## config.mk

```make
export PLATFORM = sky130hd
export DESIGN_NAME = gpio_port
export DESIGN_NICKNAME = d
export VERILOG_FILES = /design/src/rtl/gpio_port.sv
export SDC_FILE = /design/constraint.sdc
export NUM_CORES = 1
export LEC_CHECK = 0
export ABC_AREA = 0
export BUFFER_PORTS_ARGS = -buffer_cell sky130_fd_sc_hd__buf_2
export CAP_MARGIN = 20
export CORE_MARGIN = 2
export CORE_UTILIZATION = 49
export DETAILED_ROUTE_END_ITERATION = 12
export GPL_ROUTABILITY_DRIVEN = 0
export PLACE_DENSITY = 0.77
export SKIP_CTS_REPAIR_TIMING = 1
export SYNTH_ARGS = -nofsm -noshare
export SYNTH_HDL_FRONTEND = slang
export SYNTH_SLANG_ARGS = --single-unit
```

## constraint.sdc

```tcl
create_clock -name clk -period 2.8 [get_ports clk]
set_input_delay 0.14 -clock clk [delete_from_list [all_inputs] [get_ports clk]]
set_output_delay 0.14 -clock clk [all_outputs]
set_load 0.03 [all_outputs]
```

## src/rtl/gpio_port.sv

```systemverilog
// Memory-mapped GPIO port: per-pin direction, output data with atomic set/clear,
// synchronised input sampling and rise/fall edge interrupt capture.
module gpio_port #(
    parameter int WIDTH       = 8,
    parameter int SYNC_STAGES = 2
) (
    input  logic             clk,
    input  logic             reset,
    input  logic             ce,
    input  logic             wr_en,
    input  logic [2:0]       addr,
    input  logic [31:0]      wdata,
    output logic [31:0]      rdata,
    input  logic [WIDTH-1:0] gpio_in,
    output logic [WIDTH-1:0] gpio_out,
    output logic [WIDTH-1:0] gpio_oe,
    output logic             irq
);

    localparam logic [2:0] ADDR_MODER = 3'd0;
    localparam logic [2:0] ADDR_ODR   = 3'd1;
    localparam logic [2:0] ADDR_IDR   = 3'd2;
    localparam logic [2:0] ADDR_OSET  = 3'd3;
    localparam logic [2:0] ADDR_OCLR  = 3'd4;
    localparam logic [2:0] ADDR_RIE   = 3'd5;
    localparam logic [2:0] ADDR_FIE   = 3'd6;
    localparam logic [2:0] ADDR_ISR   = 3'd7;

    logic [WIDTH-1:0] moder;
    logic [WIDTH-1:0] odr;
    logic [WIDTH-1:0] rie;
    logic [WIDTH-1:0] fie;
    logic [WIDTH-1:0] isr;
    logic [WIDTH-1:0] isr_next;
    logic [WIDTH-1:0] isr_clr;
    logic [WIDTH-1:0] prev;
    logic [WIDTH-1:0] sync_q [SYNC_STAGES];
    logic [WIDTH-1:0] sync_in;
    logic [WIDTH-1:0] rise;
    logic [WIDTH-1:0] fall;
    logic [WIDTH-1:0] set_evt;
    logic [WIDTH-1:0] wd;
    logic [WIDTH-1:0] rd_val;
    logic             wr;
    logic             unused_wdata;

    assign wr           = ce && wr_en;
    assign wd           = wdata[WIDTH-1:0];
    assign unused_wdata = ^wdata;

    // Pad inputs are asynchronous; every pin goes through the same flop chain.
    always_ff @(posedge clk or posedge reset) begin
        if (reset) begin
            for (int i = 0; i < SYNC_STAGES; i++) begin
                sync_q[i] <= '0;
            end
        end else begin
            sync_q[0] <= gpio_in;
            for (int i = 1; i < SYNC_STAGES; i++) begin
                sync_q[i] <= sync_q[i-1];
            end
        end
    end

    assign sync_in = sync_q[SYNC_STAGES-1];
    assign rise    = sync_in & ~prev;
    assign fall    = ~sync_in & prev;
    assign set_evt = (rise & rie) | (fall & fie);

    // A new edge event beats a same-cycle W1C so no interrupt is ever lost.
    always_comb begin
        isr_clr = '0;
        if (wr && (addr == ADDR_ISR)) begin
            isr_clr = wd;
        end
        isr_next = (isr & ~isr_clr) | set_evt;
    end

    always_ff @(posedge clk or posedge reset) begin
        if (reset) begin
            moder <= '0;
            odr   <= '0;
            rie   <= '0;
            fie   <= '0;
            isr   <= '0;
            prev  <= '0;
            irq   <= 1'b0;
        end else begin
            prev <= sync_in;
            isr  <= isr_next;
            irq  <= |isr_next;
            if (wr) begin
                case (addr)
                    ADDR_MODER: moder <= wd;
                    ADDR_ODR:   odr   <= wd;
                    ADDR_OSET:  odr   <= odr | wd;
                    ADDR_OCLR:  odr   <= odr & ~wd;
                    ADDR_RIE:   rie   <= wd;
                    ADDR_FIE:   fie   <= wd;
                    default:    ;
                endcase
            end
        end
    end

    // Write-only and out-of-cycle reads return zero rather than stale data.
    always_comb begin
        rd_val = '0;
        rdata  = '0;
        if (ce && !wr_en) begin
            case (addr)
                ADDR_MODER: rd_val = moder;
                ADDR_ODR:   rd_val = odr;
                ADDR_IDR:   rd_val = sync_in;
                ADDR_RIE:   rd_val = rie;
                ADDR_FIE:   rd_val = fie;
                ADDR_ISR:   rd_val = isr;
                default:    rd_val = '0;
            endcase
        end
        rdata[WIDTH-1:0] = rd_val;
    end

    assign gpio_out = odr;
    assign gpio_oe  = moder;

endmodule

```

## Word level (Yosys, flattened, before mapping)

Index checks and enable logic that the tools add are counted.

| cells by class | value |
|---|---|
| add/subtract/negate cells | 0 |
| multipliers | 0 |
| divide/modulo/power cells | 0 |
| magnitude comparators | 0 |
| eq/ne operators | 7 |
| shift-type cells | 0 |
| multiplexer cells | 4 |
| bitwise gates (word level) | 13 |
| reductions and logical operators | 11 |

Operators by type and width:

| operator | count |
|---|---|
| $and 8x8->8 | 6 |
| $pmux 8 s6 | 1 |
| $not 8->8 | 4 |
| $or 8x8->8 | 3 |
| $pmux 8 s3 | 1 |
| $mux 8 | 2 |
| $eq 3x3->1 const B | 4 |
| $reduce_and 2->1 | 4 |
| $reduce_or 8->1 | 1 |
| $eq 3x2->1 const B | 2 |
| $eq 3x1->1 const B | 1 |
| $logic_and 1x1->1 | 3 |
| $logic_not 3->1 | 1 |
| $reduce_bool 3->1 | 1 |
| $logic_not 1->1 | 1 |

| storage, ports and cells | value |
|---|---|
| flip-flop bits (word level) | 65 |
| latch bits | 0 |
| bits in writable memories | 0 |
| memory bits (read-only) | 0 |
| bits of input ports | 47 |
| output and inout bits | 49 |
| logic and storage cells | 44 |
| memories kept | 0 |

## Logic depth before layout (Yosys ltp)

| logic depth | value |
|---|---|
| depth after elaboration | 7 |
| depth in mapped cells | 7 |
| depth with buffers taken out | 5 |

## Worst setup path after synthesis

Ideal clock, no wire load.

| timing | value |
|---|---|
| path type | register -> register |
| start point | register isr[4] |
| end point | register irq |
| setup time | 0.139 ns |
| data arrival time | 1.934 ns |
| data required time | 2.661 ns |
| path slack | 0.727 ns |
| cell stages (with the launch flop) | 5 |
| path buffers | 0 |
| clock period less this slack | 2.073 ns |
| cells stage by stage | dfrtp_1 -> or4_1 -> o31a_1 -> or4_1 -> or4_1 |

| between the ends | value |
|---|---|
| longest elaborated chain between the ends | 3 |

Ends and longest elaborated chain:

| what | line | text |
|---|---|---|
| from (decl) | 33 | `logic [WIDTH-1:0] isr;` |
| from (signal assigned) | 90 | `isr <= isr_next;` |
| $and 8x8->8 | 76 | `isr_next = (isr & ~isr_clr) \| set_evt;` |
| $or 8x8->8 | 76 |  |
| $reduce_or 8->1 | 91 | `irq <= \|isr_next;` |
| to (signal assigned) | 91 |  |
| to (decl) | 17 | `output logic irq` |

Every way passes these cells.
A chain may end at the register's enable or synchronous reset.

## Worst setup path after layout

Same ends and word-level chain as after synthesis.

==> metrics.yaml <==
cts.reportedPaths.clkPinSlew_ps: 80
yosysTopAreaCell: "dfrtp_1"
vias_per_cell: 5.55
antenna_found_initial: 0
slowest_stage: "or4_1"
fin_setup_tns_ps: 0
die_h_um: 82.9
drt_wl_total_um: 6850
clock-skew-final_ps: 10.4
overflow: 0
synth.most_common_cell: "dfrtp_1"
die_area_um2: 6880
ys.flop_type: "dfrtp_1"
synth.distinct_cells: 38
cp.arrival_ps: 2450
crit_family: "simple AND/OR/NAND/NOR gates"
power.switching_mw: 0.744
worstPathCellList: "or4_1, o31a_1, or4_1, or4_1"
core-area_um2: 5960
ant_nets: 0
drtPass1Iterations: 4
synthCells: 273
clock_latency_ps: 350
clock_sinks: 65
status: "completed"
io-pin-count: 96
cts-root-buf: "clkbuf_8"
cpMostUsedCell: "or4_1"
p_comb_share_pct: 18.7
internal_power_mw: 1.64
initial_core_util_pct: 51.3
area_growth_pct: 17.2
slew_headroom_pct: 38.3
ys_seq_area_share_pct: 53.3
synthTopCellsByCount: "dfrtp_1 (65), mux2_2 (29), buf_4 (24)"
portBuffers: 47
syn_avg_cell_area_um2: 11.2
sw_frac_of_total_pct: 31.2
slew_violations: 0
drcViolationCount: 0
tritoncts: "yes"
synth_area_leaders: "dfrtp_1 (53%), mux2_2 (11%), buf_4 (5.9%), a211oi_1 (3.2%), nand3b_1 (2.7%)"
grt_max_degree: 37
max_cap_viol_count: 0
fin_nets: 380
startpoint_type: "flop"
fmax_mhz: 446
seqPwrFrac_pct: 47.6
pwr-share-clk_pct: 33.7
grt_pass1_wl_um: 11000
grt_pass1_vias: 2181
synth-edff-count: 0
finalCritPeriodShare_pct: 80.1
syn_area_um2: 3050
slowest_delay_ps: 540
dpl.hpwl_um: 4690
rsz0062_at_grt: "false"
cp_max_fo: 4
worst_pin_slew_ps: 925
wl_per_cell_um: 16.6
hold_class: "in -> reg"
drive_gt1_share_pct: 29.9
postLayoutCellArea_um2: 3580
period_needed_ps: 2240
synth-seq-cells: 65
synth_warnings: 0
powerDensity_nw_per_um2: 667
cp.required_ps: 3010
critPathBufInv: 0
placed_area_um2: 3290
rows: 28
numCtsBuffers: 9
leakage_nw: 1.63
setup_viol: 0
synth.top_cell.area_share_pct: 53.3
vdd_drop_max_mv: 0.389
end_kind: "flop"
crit_type: "reg -> reg"
async_flop_share_pct: 100
cts.path.max_buffers: 2
dieWidth_um: 82.9
dr.first_iter.drc_count: 208
antenna_cells: 0
finalHoldViolations: 0
h-tree-depth: 3
vias: 2292
track_usage_pct: 20.6
==> cells in the final DEF (no fill, tap or decap), types with 3 or more instances in the layout <==
cell type	Yosys	routed
dfrtp_1	65	65
buf_2	1	47
mux2_2	29	29
conb_1	1	24
nor2_1	19	19
nand2_1	15	15
a21oi_1	14	14
a211oi_1	13	13
nand3b_1	11	11
clkbuf_8	0	9
dlygate4sd3_1	0	9
inv_1	8	7
mux2i_1	7	7
a221oi_1	7	7
nand3_1	6	6
o21ai_0	6	6
buf_4	24	6
a21o_1	5	5
nand2b_1	4	4
or4_1	3	3
inv_6	0	3
==> worst paths after layout <==
path / from / end / slack [ps] / depth (start not counted)
worst max-delay path: isr[4] / irq / 560 / 4
worst min-delay path: wdata[5] / gpio_out[5] / 20 / 2
worst max register to register: isr[4] / irq / 560 / 4
worst min register to register: sync_q[14] / sync_in[6] / 350 / 0
max in group asynchronous: reset / prev[6] / 1520 / 4
min in group asynchronous: reset / gpio_oe[4] / 400 / 3
==> final cells by class <==
cell class	instances	area [um2]
Fill cell	521	2380
Sequential cell	65	1630
Multi-Input combinational cell	187	1260
Timing Repair Buffer	62	370
Clock buffer	9	124
Tap cell	75	93.8
Clock inverter	7	76.3
Inverter	8	30.0
==> state kept, by name (all words and copies together) (netlist names), 8 cells and up <==
name      count
fie           8
prev          8
sync_in       8
sync_q        8
gpio_out      8
gpio_oe       8
isr           8
rie           8
==> power groups by stage <==
stage	Combinational (mW)	Clock (mW)	Sequential [mW]
3_3_place_gp	0.425	0	1.15
3_5_place_dp	0.436	0	1.15
4_1_cts	0.437	0.820	1.14
2_1_floorplan	0.289	0	1.20
6_report	0.445	0.805	1.14
5_1_grt	0.483	0.860	1.15
==> per-stage QoR <==
| stage | setup WS (ps) | total power [mW] | std cells | hold slack (ps) | util [%] |
|---|---|---|---|---|---|
| finish | 556 | 2.39 | 413 | 24.0 | 60.1 |
| global route | 487 | 2.50 | 413 | 22.1 | 60.1 |
| detailed placement | 603 | 1.59 | 388 | 247 | 55.2 |
| CTS | 557 | 2.39 | 404 | -143 | 58.6 |
| global placement | 633 | 1.57 | 388 | 243 | 55.2 |
| floorplan | 727 | 1.49 | 296 | 171 | - |
==> cells by family (layout without fill, tap and decap cells) <==
family	Yosys count	count (layout)	synth area share, %
and+or+nand+nor	67	67	11.6
DFF	65	65	53.3
AOI/OAI and AO/OA	60	60	13.6
buffers and inverters	44	86	8.40
muxes	36	36	13.0
other	1	24	0.123
==> layer usage <==
layer / vias up / share of wire [%] / GRT usage [%]
met5: - / 0 / 0
met4: 0 / 0.66 / 6.86
met3: 7 / 7.9 / 7.16
met2: 99 / 49 / 32.2
met1: 1125 / 42 / 27.0
li1: 1061 / - / -
==> worst reg2reg max path, cell delays in order, from the launching register on <==
cell and delay [ps]:
dfrtp_1 420, or4_1 540, o31a_1 250, or4_1 400
or4_1 490
Power figures use the tool's default switching activity.
